==> src/rtl/block_deinterleaver.sv <==
// Serial ROWS x COLS block de-interleaver: fills row-scattered storage, then drains it in order.
// Optional parallel block output when DEINT_PARALLEL_OUT_EN is defined.
module block_deinterleaver #(
    parameter int ROWS = 5,
    parameter int COLS = 8
) (
    input  logic clk,
    input  logic rst,
    input  logic start,
    input  logic xin,
    output logic xout,
    output logic xout_valid,
    output logic busy,
    output logic done
`ifdef DEINT_PARALLEL_OUT_EN
    ,
    output logic [ROWS*COLS-1:0] blk_out,
    output logic                 blk_valid
`endif
);

    localparam int BS = ROWS * COLS;
    localparam int CW = (BS > 1) ? $clog2(BS) : 1;
    localparam logic [CW-1:0] LAST = CW'(BS - 1);
    localparam logic [CW-1:0] LROW = CW'((ROWS - 1) * COLS);
    localparam logic [CW-1:0] STEP = CW'(COLS);

    typedef enum logic [1:0] {
        IDLE,
        FILL,
        DRAIN
    } state_t;

    state_t        state;
    logic [CW-1:0] wcnt;
    logic [CW-1:0] widx;
    logic [CW-1:0] rcnt;
    logic [CW-1:0] rcnt_inc;
    logic [BS-1:0] mem;
    logic [BS-1:0] mem_nxt;
    logic          wr_en;
    logic [CW-1:0] wr_idx;
    logic [CW-1:0] widx_nxt;

    assign busy     = (state != IDLE);
    assign rcnt_inc = rcnt + CW'(1);

    // Write address walks down a column; last row wraps to the top of the next column.
    always_comb begin
        wr_en  = 1'b0;
        wr_idx = widx;
        if (state == IDLE && start) begin
            wr_en  = 1'b1;
            wr_idx = '0;
        end else if (state == FILL) begin
            wr_en  = 1'b1;
            wr_idx = start ? '0 : widx;
        end
        mem_nxt = mem;
        if (wr_en) mem_nxt[wr_idx] = xin;
        widx_nxt = (wr_idx >= LROW) ? (wr_idx - LROW + CW'(1)) : (wr_idx + STEP);
    end

    always_ff @(posedge clk) begin
        if (wr_en) mem <= mem_nxt;
    end

    always_ff @(posedge clk) begin
        if (rst) begin
            state      <= IDLE;
            wcnt       <= '0;
            widx       <= '0;
            rcnt       <= '0;
            xout       <= 1'b0;
            xout_valid <= 1'b0;
            done       <= 1'b0;
`ifdef DEINT_PARALLEL_OUT_EN
            blk_out    <= '0;
            blk_valid  <= 1'b0;
`endif
        end else begin
`ifdef DEINT_PARALLEL_OUT_EN
            blk_valid <= 1'b0;
`endif
            unique case (state)
                IDLE: begin
                    if (start) begin
                        state <= FILL;
                        wcnt  <= CW'(1);
                        widx  <= widx_nxt;
                    end
                end
                FILL: begin
                    if (start) begin
                        wcnt <= CW'(1);
                        widx <= widx_nxt;
                    end else if (wcnt == LAST) begin
                        state      <= DRAIN;
                        wcnt       <= '0;
                        widx       <= '0;
                        rcnt       <= '0;
                        xout       <= mem_nxt[0];
                        xout_valid <= 1'b1;
                        done       <= (LAST == '0);
`ifdef DEINT_PARALLEL_OUT_EN
                        blk_out    <= mem_nxt;
                        blk_valid  <= 1'b1;
`endif
                    end else begin
                        wcnt <= wcnt + CW'(1);
                        widx <= widx_nxt;
                    end
                end
                DRAIN: begin
                    if (rcnt == LAST) begin
                        state      <= IDLE;
                        rcnt       <= '0;
                        xout       <= 1'b0;
                        xout_valid <= 1'b0;
                        done       <= 1'b0;
                    end else begin
                        rcnt <= rcnt_inc;
                        xout <= mem[rcnt_inc];
                        done <= (rcnt_inc == LAST);
                    end
                end
                default: state <= IDLE;
            endcase
        end
    end

endmodule
==> config.mk <==
export PLATFORM = sky130hd
export DESIGN_NAME = block_deinterleaver
export DESIGN_NICKNAME = d
export VERILOG_FILES = /design/src/rtl/block_deinterleaver.sv
export SDC_FILE = /design/constraint.sdc
export NUM_CORES = 1
export LEC_CHECK = 0
export ABC_AREA = 1
export CORE_ASPECT_RATIO = 0.75
export CORE_UTILIZATION = 45
export DETAILED_ROUTE_END_ITERATION = 8
export GPL_TIMING_DRIVEN = 0
export PLACE_DENSITY = 0.66
export SYNTH_ARGS = -nofsm -noshare
export SYNTH_HDL_FRONTEND = slang
export SYNTH_SLANG_ARGS = --single-unit
==> constraint.sdc <==
create_clock -name clk -period 1.81 [get_ports clk]
set_input_delay 0.543 -clock clk [delete_from_list [all_inputs] [get_ports clk]]
set_output_delay 0.543 -clock clk [all_outputs]
set_load 0.02 [all_outputs]
# == After elaboration in Yosys (flattened, before gate mapping) ==
# Cells that the tools add are included.
# word_totals
wordCells,77
output_inout_bits,4
ff_bits,63
# classes
reduce_logical,10
order_cmp,4
muxes,41
add_sub_neg,5
eq_ne,9
# ops
op,n
$mux W6,13
$bwmux W40,1
$pmux W6 S2,3
$add A6 B1 Y6 const B,3
$eq A6 B6 Y1 const B,3
$lt A6 B7 Y1 const B,2
$mux W1,14
$mux W2,4
$reduce_and A4 Y1,2
$add A6 B4 Y6 const B,1
$bmux W1 S6,1
$demux W1 S6,1
$ge A6 B1 Y1 const B,1
$ge A6 B6 Y1 const B,1
$ne A2 B2 Y1 const B,3
$pmux W1 S2,3
$pmux W2 S3,1
$reduce_bool A2 Y1,3
$sub A6 B6 Y6 const B,1
$reduce_and A3 Y1,1
$eq A2 B1 Y1 const B,1
$eq A2 B2 Y1 const B,1
$logic_and A1 B1 Y1,2
$logic_not A2 Y1,1
2 further kinds,2

# == Longest topological paths before layout ==
# Gate-level depths: netlist of the first run.
# logic_depth
ltp_word,12
ltp_mapped,14
mapped_depth_nobuf,12

# == Worst setup path after synthesis of the first run ==
# No wires, ideal clock.
# synth_path
kind,reg-to-reg
start,register rcnt[0]
end,register xout
path_slack_ns,-0.106
synth_period_minus_slack_ns,1.916
path_buffers,3
required_ns,1.740
arrival_ns,1.846
setup_ns,0.070
path_stages_with_launch,15
cell_sequence,dfxtp_1 > inv_1 > buf_2 > ha_1 > buf_2 > inv_1 > buf_2 > nand3_1 > nand3_1 > nand3_1 > nand3_1 > nand3_1 > nand2_1 > nand2_1 > a21oi_1
# synth_between
elab_chain_cells,5
word_cells_on_any_way,6
cone_classes,1 x add/sub; 1 x eq/ne; 4 x mux
# synth_lines
element,line_no,text
from (decl),37,logic [CW-1:0] rcnt;
from (signal assigned),122,rcnt <= rcnt_inc;
$add A6 B1 Y6,46,assign rcnt_inc = rcnt + CW'(1);
$bmux W1 S6,123,xout <= mem[rcnt_inc];
$mux W1 (implied by the code),123,
$mux W1 (*),115,if (rcnt == LAST) begin
$pmux W1 S2 (*),85,unique case (state)
to (signal assigned),102,xout <= mem_nxt[0];
to (signal assigned),123,
to (decl),11,"output logic xout,"
# Mark *: on every way between the ends. The rest lies on a longest branch, timed or not. The select of a mux whose other input is x is not followed.
# A chain may end at the register's enable or synchronous reset.

# == Worst setup path after layout of the first run ==
# Same ends and word-level chain as after synthesis.

==> metrics.csv, run 1 <==
stage;metric;value;unit
run_status;status;finished with violations;
run_status;failing checks;setup timing;
critical_path;most used cell, CP;nand3_2;
grt;Total GRT Usage;20.4;%
placed_design;DP HPWL;4960;um
cells_and_area;# nets final;434;
critical_path;crit end category;register;
critical_path;crit path cell chain;clkinvlp_4 -> ha_4 -> buf_8 -> inv_8 -> buf_6 -> nand3_2 -> nand3_2 -> nand3_2 -> nand3_2 -> nand3_2 -> nand2_1 -> nand2_1 -> a21oi_2;
detailed_routing;routed wire length;7550;um
clocking;CTS root buf;clkbuf_8;
critical_path;Worst Path Required;2.07;ns
critical_path;slowest stage cell, crit path;dfxtp_4;
placed_design;placed cells;484;
floorplan;initial core utilization;46.7;%
floorplan;die height;74.9;um
yosys;Post-synth EDFFs;40;
cells_and_area;Area Overhead vs Synth;22.9;%
sta;final setup TNS;-0.0492;ns
yosys;Post-synth top flop;edfxtp_1;
sta;Final min period;1.86;ns
detailed_routing;Via Count;2675;
cells_and_area;share of cells above drive strength 1;23.6;%
power_and_ir_drop;sw frac;23.4;%
floorplan;I/O pin total;8;
grt;first-pass GRT wire length;11300;um
sta;Slew headroom;52.9;%
power_and_ir_drop;Peak VDD IR;475;uV
cells_and_area;non-filler cells, final;512;
yosys;Yosys top cell area share;37.6;%
detailed_routing;drt wl/cell;14.8;um
clocking;CTS Buf Count;9;
detailed_routing;antenna violation net count after detailed routing;0;
yosys;cell with the most instances after synthesis;nand2_1;
power_and_ir_drop;Clk network pwr share;37.4;%
power_and_ir_drop;Flop pwr share;57.6;%
floorplan;core area;6830;um2
yosys;Seq/Total Area, Yosys;52.1;%
yosys;Synth area leaders;edfxtp_1, dfxtp_1, nand2_1;
yosys;most frequent cells after synthesis;nand2_1, nor2_1, inv_1, edfxtp_1, nand3_1;
yosys;Cell Area, Synth;3190;um2
floorplan;Die ar.;7430;um2
clocking;Clock transition at path regs;0.07;ns
clocking;Clk Latency, worst-skew pair;0.34;ns
cells_and_area;fin util;57.4;%
detailed_routing;Post-route DRC;0;
detailed_routing;DR vias/cell;5.22;
floorplan;FP Rows;26;
critical_path;crit-path max FO;6;
sta;Worst Clk Skew;0.00807;ns
sta;Slew Limit Fails;0;
power_and_ir_drop;leakage power;1.60;nW
sta;Tightest Pin Transition;0.706;ns
clocking;CTS sink cnt;63;
clocking;Clock Tree Buf Depth;2;
cells_and_area;antenna diode count;0;
yosys;Synth Net Count;405;
clocking;CTS tree;built;
hold_path;worst hold path type;register to register;
critical_path;WS Path Type;register to register;
power_and_ir_drop;combinational power share;5.0;%
yosys;Synth Instances;394;
critical_path;Worst EP arrival;2.12;ns
power_and_ir_drop;Pwr Total;2.69;mW
job;Max-Cap Viols;0;
detailed_routing;DR iter-0 viols;161;
sta;unrepaired setup endpoints after global routing;yes;
placed_design;gpl congestion;0.872;
grt;vias in the first global route;2312;
power_and_ir_drop;Internal;2.06;mW
yosys;async set-reset flop share out of synthesis;0;%
clocking;H-tree depth;3;
sta;Setup-failing EPs final;1;
clocking;hold-fix buffers at CTS;0;
cells_and_area;# fillers;598;
yosys;warnings from Yosys;0;
grt;GRT overflow;0;
sta;Tcrit/Tclk final;103;%
critical_path;Crit path largest cell delay;0.39;ns
grt;initial antenna violation count;0;
yosys;Yosys cell types;28;
yosys;#FFs+latches synth;63;
yosys;Mean Syn Cell Area;8.10;um2
detailed_routing;DRT Pass-1 Iters;5;
critical_path;Setup crit start kind;register;
floorplan;die width;99.2;um
sta;worst setup margin;-0.0492;ns
sta;Fmax achieved;0.538;GHz
power_and_ir_drop;net switching power;0.628;mW
placed_design;number of I/O port buffers;6;
power_and_ir_drop;pwr/cell area;685;nW/um2
grt;largest net degree at the start of global routing;41;
sta;Fin. Hold Viols;0;
yosys;largest area contributor in the netlist;edfxtp_1;
==> worst paths after layout <==
kind / start / endpoint / slack [ns] / cells after the start
worst max-delay path: rcnt[0] / xout / -0.05 / 13
worst min-delay path: done / done / 0.47 / 2
worst max register to register: rcnt[0] / xout / -0.05 / 13
worst min register to register: done / done / 0.47 / 2
==> power groups by stage <==
stage	sequential (mW)	clock, mW	combinational [mW]
floorplan	1.58	0	0.0764
global placement	1.58	0	0.118
detailed placement	1.58	0	0.119
CTS	1.55	1.02	0.122
global route	1.55	1.09	0.148
finish	1.55	1.00	0.134
==> layout by cell type (no fill, tap or decap), types with 2 or more instances in the layout <==
cell / count
nand2_1: 90
nor2_1: 59
inv_1: 42
edfxtp_1: 40
a21oi_1: 23
dfxtp_1: 21
nand3_2: 18
nand3_1: 15
buf_4: 10
clkbuf_8: 9
o21ai_0: 8
nand2_2: 7
nor2_4: 6
nor2_2: 6
inv_2: 5
clkinv_2: 5
xor2_1: 4
clkbuf_1: 4
ha_1: 4
nand3_4: 3
buf_2: 3
o21ai_2: 3
o21ai_1: 3
buf_6: 3
dlygate4sd2_1: 3
nand2_4: 2
nand2_8: 2
nand3b_1: 2
buf_8: 2
o221ai_2: 2
nand4_1: 2
ha_4: 2
clkbuf_2: 2
==> cell type report <==
class	count	area, um2	share of cell area, %
Buffer	8	60.1	1.53
Timing Repair Buffer	19	158	4.02
Tap cell	84	105	2.68
Clock inverter	5	25.0	0.638
Sequential cell	63	1670	42.5
Clock buffer	11	131	3.35
Inverter	50	204	5.20
Multi-Input combinational cell	272	1570	40.1
==> per-layer routing <==
layer	track usage, %	up-vias	routed length [um]
met4	4.74	0	60
li1	-	1329	-
met5	0	-	0
met3	6.22	6	392
met2	30.8	70	3410
met1	29.1	1270	3690
==> per-stage QoR <==
step | instance area (um2) | hold WS, ns | setup WS (ns)
floorplan | 3200 | 0.458 | 0.0273
global placement | 3370 | 0.455 | -0.637
detailed placement | 3370 | 0.468 | -0.718
CTS | 3560 | 0.473 | -0.175
global route | 3920 | 0.497 | -0.125
finish | 3920 | 0.471 | -0.0492
==> critical path, delay by kind of cell, from the launching register on <==
kind                       cells  cell delay, ns
adders and majority gates      1            0.24
and+or+nand+nor                7            0.54
AOI/OAI and AO/OA              1            0.15
DFF                            1            0.39
buffers and inverters          4            0.48
==> sequential cells by signal (all words and copies together) (netlist names) <==
| signal | count |
|---|---|
| mem | 40 |
| done | 1 |
| xout_valid | 1 |
| widx | 6 |
| wcnt | 6 |
| xout | 1 |
| state | 2 |
| rcnt | 6 |
==> logic make-up after synthesis <==
group / count (synthesis) / synth area share, %
AOI/OAI and AO/OA: 42 / 6.98
xor gates and xnor gates: 7 / 1.92
adders and majority gates: 7 / 2.74
buffers and inverters: 59 / 7.22
DFF: 63 / 52.1
and+or+nand+nor: 216 / 29.1
==> repair_timing <==
| item | in CTS | in global routing |
|---|---|---|
| pin swaps | 3 | 28 |
| cloned | 0 | 1 |
| resized for setup | 15 | 75 |
| endpoints found under the setup margin | 88 | 51 |
| setup buffers | 2 | 10 |
No activity file was read; power rests on OpenSTA's default activity.
==> inputs of run 2 (changes only) <==
Settings changed: SLEW_MARGIN set to 20.
==> run 2 against run 1 <==
Effect of this change:
- the run still ends with setup timing left
- highest routed layer unchanged
- hold slack gained 0.00087 ns
- cell area shrank 0.83%
- critical path depth is the same
- worst setup slack gained 0.0097 ns
- largest power group unchanged
- final cell count shrank 0.39%
- sequential power is essentially flat
- sequential cell count is the same
- count of clock-buffer cells in the layout is the same
- sequential share of layout area grew 0.36 points
- critical endpoint unchanged
==> metrics.csv, run 2 (synthesis results as in run 1) <==
stage;metric;value;unit;change
floorplan;initial core utilization;46.7;%;unchanged
sta;Setup-failing EPs final;1;;unchanged
clocking;H-tree depth;3;;unchanged
detailed_routing;DRT Pass-1 Iters;5;;unchanged
grt;Total GRT Usage;20.5;%;was 20.4%
cells_and_area;antenna diode count;0;;unchanged
cells_and_area;most frequent cells in the layout;nand2_1, nor2_1, inv_1;;unchanged
run_status;status;finished with violations;;unchanged
power_and_ir_drop;combinational power share;4.9;%;was 5.0%
clocking;CTS tree;built;;unchanged
cells_and_area;commonest non-fill, non-tap cell in the layout;nand2_1;;unchanged
sta;Worst Clk Skew;0.00911;ns;was 0.00807 ns
power_and_ir_drop;Flop pwr share;57.5;%;was 57.6%
cells_and_area;non-filler cells, final;510;;was 512
grt;GRT overflow;0;;unchanged
critical_path;Crit path largest cell delay;0.39;ns;about the same
grt;initial antenna violation count;0;;unchanged
placed_design;number of I/O port buffers;6;;unchanged
critical_path;Setup crit start kind;register;;unchanged
power_and_ir_drop;Clk network pwr share;37.6;%;was 37.4%
hold_path;hold depth;2;;unchanged
critical_path;R2R cell count;13;;unchanged
critical_path;crit end category;register;;unchanged
clocking;hold-fix buffers at CTS;0;;unchanged
critical_path;Worst Path Buf+Inv;4;;unchanged
critical_path;slowest stage cell, crit path;dfxtp_4;;unchanged
sta;Fmax achieved;0.541;GHz;was 0.538 GHz
critical_path;cell family with most CP delay;simple AND/OR/NAND/NOR gates;;unchanged
critical_path;WS Path Type;register to register;;unchanged
placed_design;DP HPWL;4960;um;about the same
detailed_routing;DR vias/cell;5.24;;was 5.22
clocking;Clk Latency, worst-skew pair;0.34;ns;about the same
cells_and_area;share of cells above drive strength 1;22.5;%;was 23.6%
critical_path;Worst EP arrival;2.12;ns;about the same
power_and_ir_drop;net switching power;0.634;mW;was 0.628 mW
floorplan;die width;99.2;um;unchanged
floorplan;core area;6830;um2;unchanged
sta;Tcrit/Tclk final;102;%;was 103%
power_and_ir_drop;leakage power;1.58;nW;was 1.60 nW
cells_and_area;max reg flops;40;;unchanged
sta;Slew headroom;58.7;%;was 52.9%
detailed_routing;drt wl/cell;14.7;um;was 14.8 um
hold_path;worst hold path type;register to register;;unchanged
cells_and_area;most flop-heavy register;mem;;unchanged
floorplan;FP Rows;26;;unchanged
critical_path;CP Depth;13;;unchanged
critical_path;Worst Path Required;2.08;ns;was 2.07 ns
sta;Fin. Hold Viols;0;;unchanged
detailed_routing;Via Count;2671;;was 2,675
floorplan;die height;74.9;um;unchanged
cells_and_area;# fillers;605;;was 598
clocking;CTS Buf Count;9;;unchanged
sta;Slew Limit Fails;0;;unchanged
critical_path;most used cell, CP;nand3_2;;unchanged
detailed_routing;Post-route DRC;0;;unchanged
sta;worst setup margin;-0.0395;ns;was -0.0492 ns
floorplan;Die ar.;7430;um2;unchanged
placed_design;gpl congestion;0.872;;unchanged
detailed_routing;antenna violation net count after detailed routing;0;;unchanged
grt;vias in the first global route;2306;;was 2,312
cells_and_area;Area Overhead vs Synth;21.9;%;was 22.9%
power_and_ir_drop;sw frac;23.6;%;was 23.4%
placed_design;placed cells;484;;unchanged
cells_and_area;# nets final;432;;was 434
sta;Final min period;1.85;ns;was 1.86 ns
grt;largest net degree at the start of global routing;41;;unchanged
power_and_ir_drop;Pwr Total;2.69;mW;about the same
detailed_routing;DR iter-0 viols;177;;was 161
clocking;Clock Tree Buf Depth;2;;unchanged
sta;Tightest Pin Transition;0.620;ns;was 0.706 ns
clocking;CTS root buf;clkbuf_8;;unchanged
critical_path;crit-path max FO;6;;unchanged
run_status;failing checks;setup timing;;unchanged
critical_path;crit path cell chain;clkinvlp_4 -> ha_4 -> buf_8 -> inv_8 -> buf_6 -> nand3_2 -> nand3_2 -> nand3_2 -> nand3_2 -> nand3_2 -> nand2_1 -> nand2_1 -> a21oi_2;;unchanged
floorplan;I/O pin total;8;;unchanged
job;Max-Cap Viols;0;;unchanged
power_and_ir_drop;pwr/cell area;692;nW/um2;was 685 nW/um2
clocking;Clock transition at path regs;0.07;ns;about the same
detailed_routing;routed wire length;7510;um;was 7550 um
clocking;CTS sink cnt;63;;unchanged
grt;first-pass GRT wire length;11300;um;unchanged
power_and_ir_drop;Internal;2.06;mW;about the same
power_and_ir_drop;Peak VDD IR;472;uV;was 475 uV
sta;unrepaired setup endpoints after global routing;yes;;unchanged
[run 2: changes by cell type in the layout (fill, tap and decap cells not counted), sizes merged]
cell	change
buf	-1
clkbuf	-1
[run 2: worst min-delay path, delay by kind of cell (launching register included)]
| family | cells | cell delay, ns |
|---|---|---|
| DFF | 1 | 0.31 |
| and+or+nand+nor | 1 | 0.06 |
| AOI/OAI and AO/OA | 1 | 0.06 |
[run 2: stage by stage]
stage	setup TNS (ns)	hold slack [ns]	utilization [%]	area [um2]	setup slack [ns]
after floorplan	0	0.458	-	3200	0.0273
after global placement	-40.70	0.455	49.3	3370	-0.637
after detailed placement	-26.73	0.468	49.2	3360	-0.613
after CTS	-0.175	0.473	52.0	3550	-0.175
after global routing	-0.131	0.497	56.9	3890	-0.125
final	-0.0395	0.472	56.9	3890	-0.0395
[run 2: path summary, 6_finish.rpt]
path | to | slack, ns | from
max | xout | -0.04 | rcnt[0]
min | done | 0.47 | done
max reg2reg | xout | -0.04 | rcnt[0]
min reg2reg | done | 0.47 | done
[run 2: metal layers]
layer	global-route usage, %	vias to the layer above	share of wire [%]
li1	-	1329	-
met1	29.3	1265	47
met2	30.7	68	45
met3	6.22	9	6.2
met4	4.74	0	0.99
met5	0	-	0
[run 2: power groups by stage]
| stage | Sequential (mW) | Combinational [mW] | Clock (mW) |
|---|---|---|---|
| floorplan | 1.58 | 0.0764 | 0 |
| global placement | 1.58 | 0.118 | 0 |
| detailed placement | 1.58 | 0.118 | 0 |
| CTS | 1.55 | 0.120 | 1.02 |
| global route | 1.55 | 0.148 | 1.09 |
| finish | 1.55 | 0.133 | 1.01 |
[run 2: area by class of cell]
class	instances	area (um2)	area share, %
Clock inverter	5	25.0	0.644
Tap cell	84	105	2.70
Multi-Input combinational cell	272	1540	39.6
Inverter	50	204	5.24
Buffer	8	60.1	1.54
Sequential cell	63	1670	42.9
Clock buffer	11	131	3.38
Timing Repair Buffer	17	155	3.99
[run 2: what timing repair did]
action	CTS	global route
buffers inserted	1	9
endpoints found under the setup margin	49	43
gates resized for setup	15	65
pin swaps	1	27
cloned	0	1
hold endpoints to repair	0	0
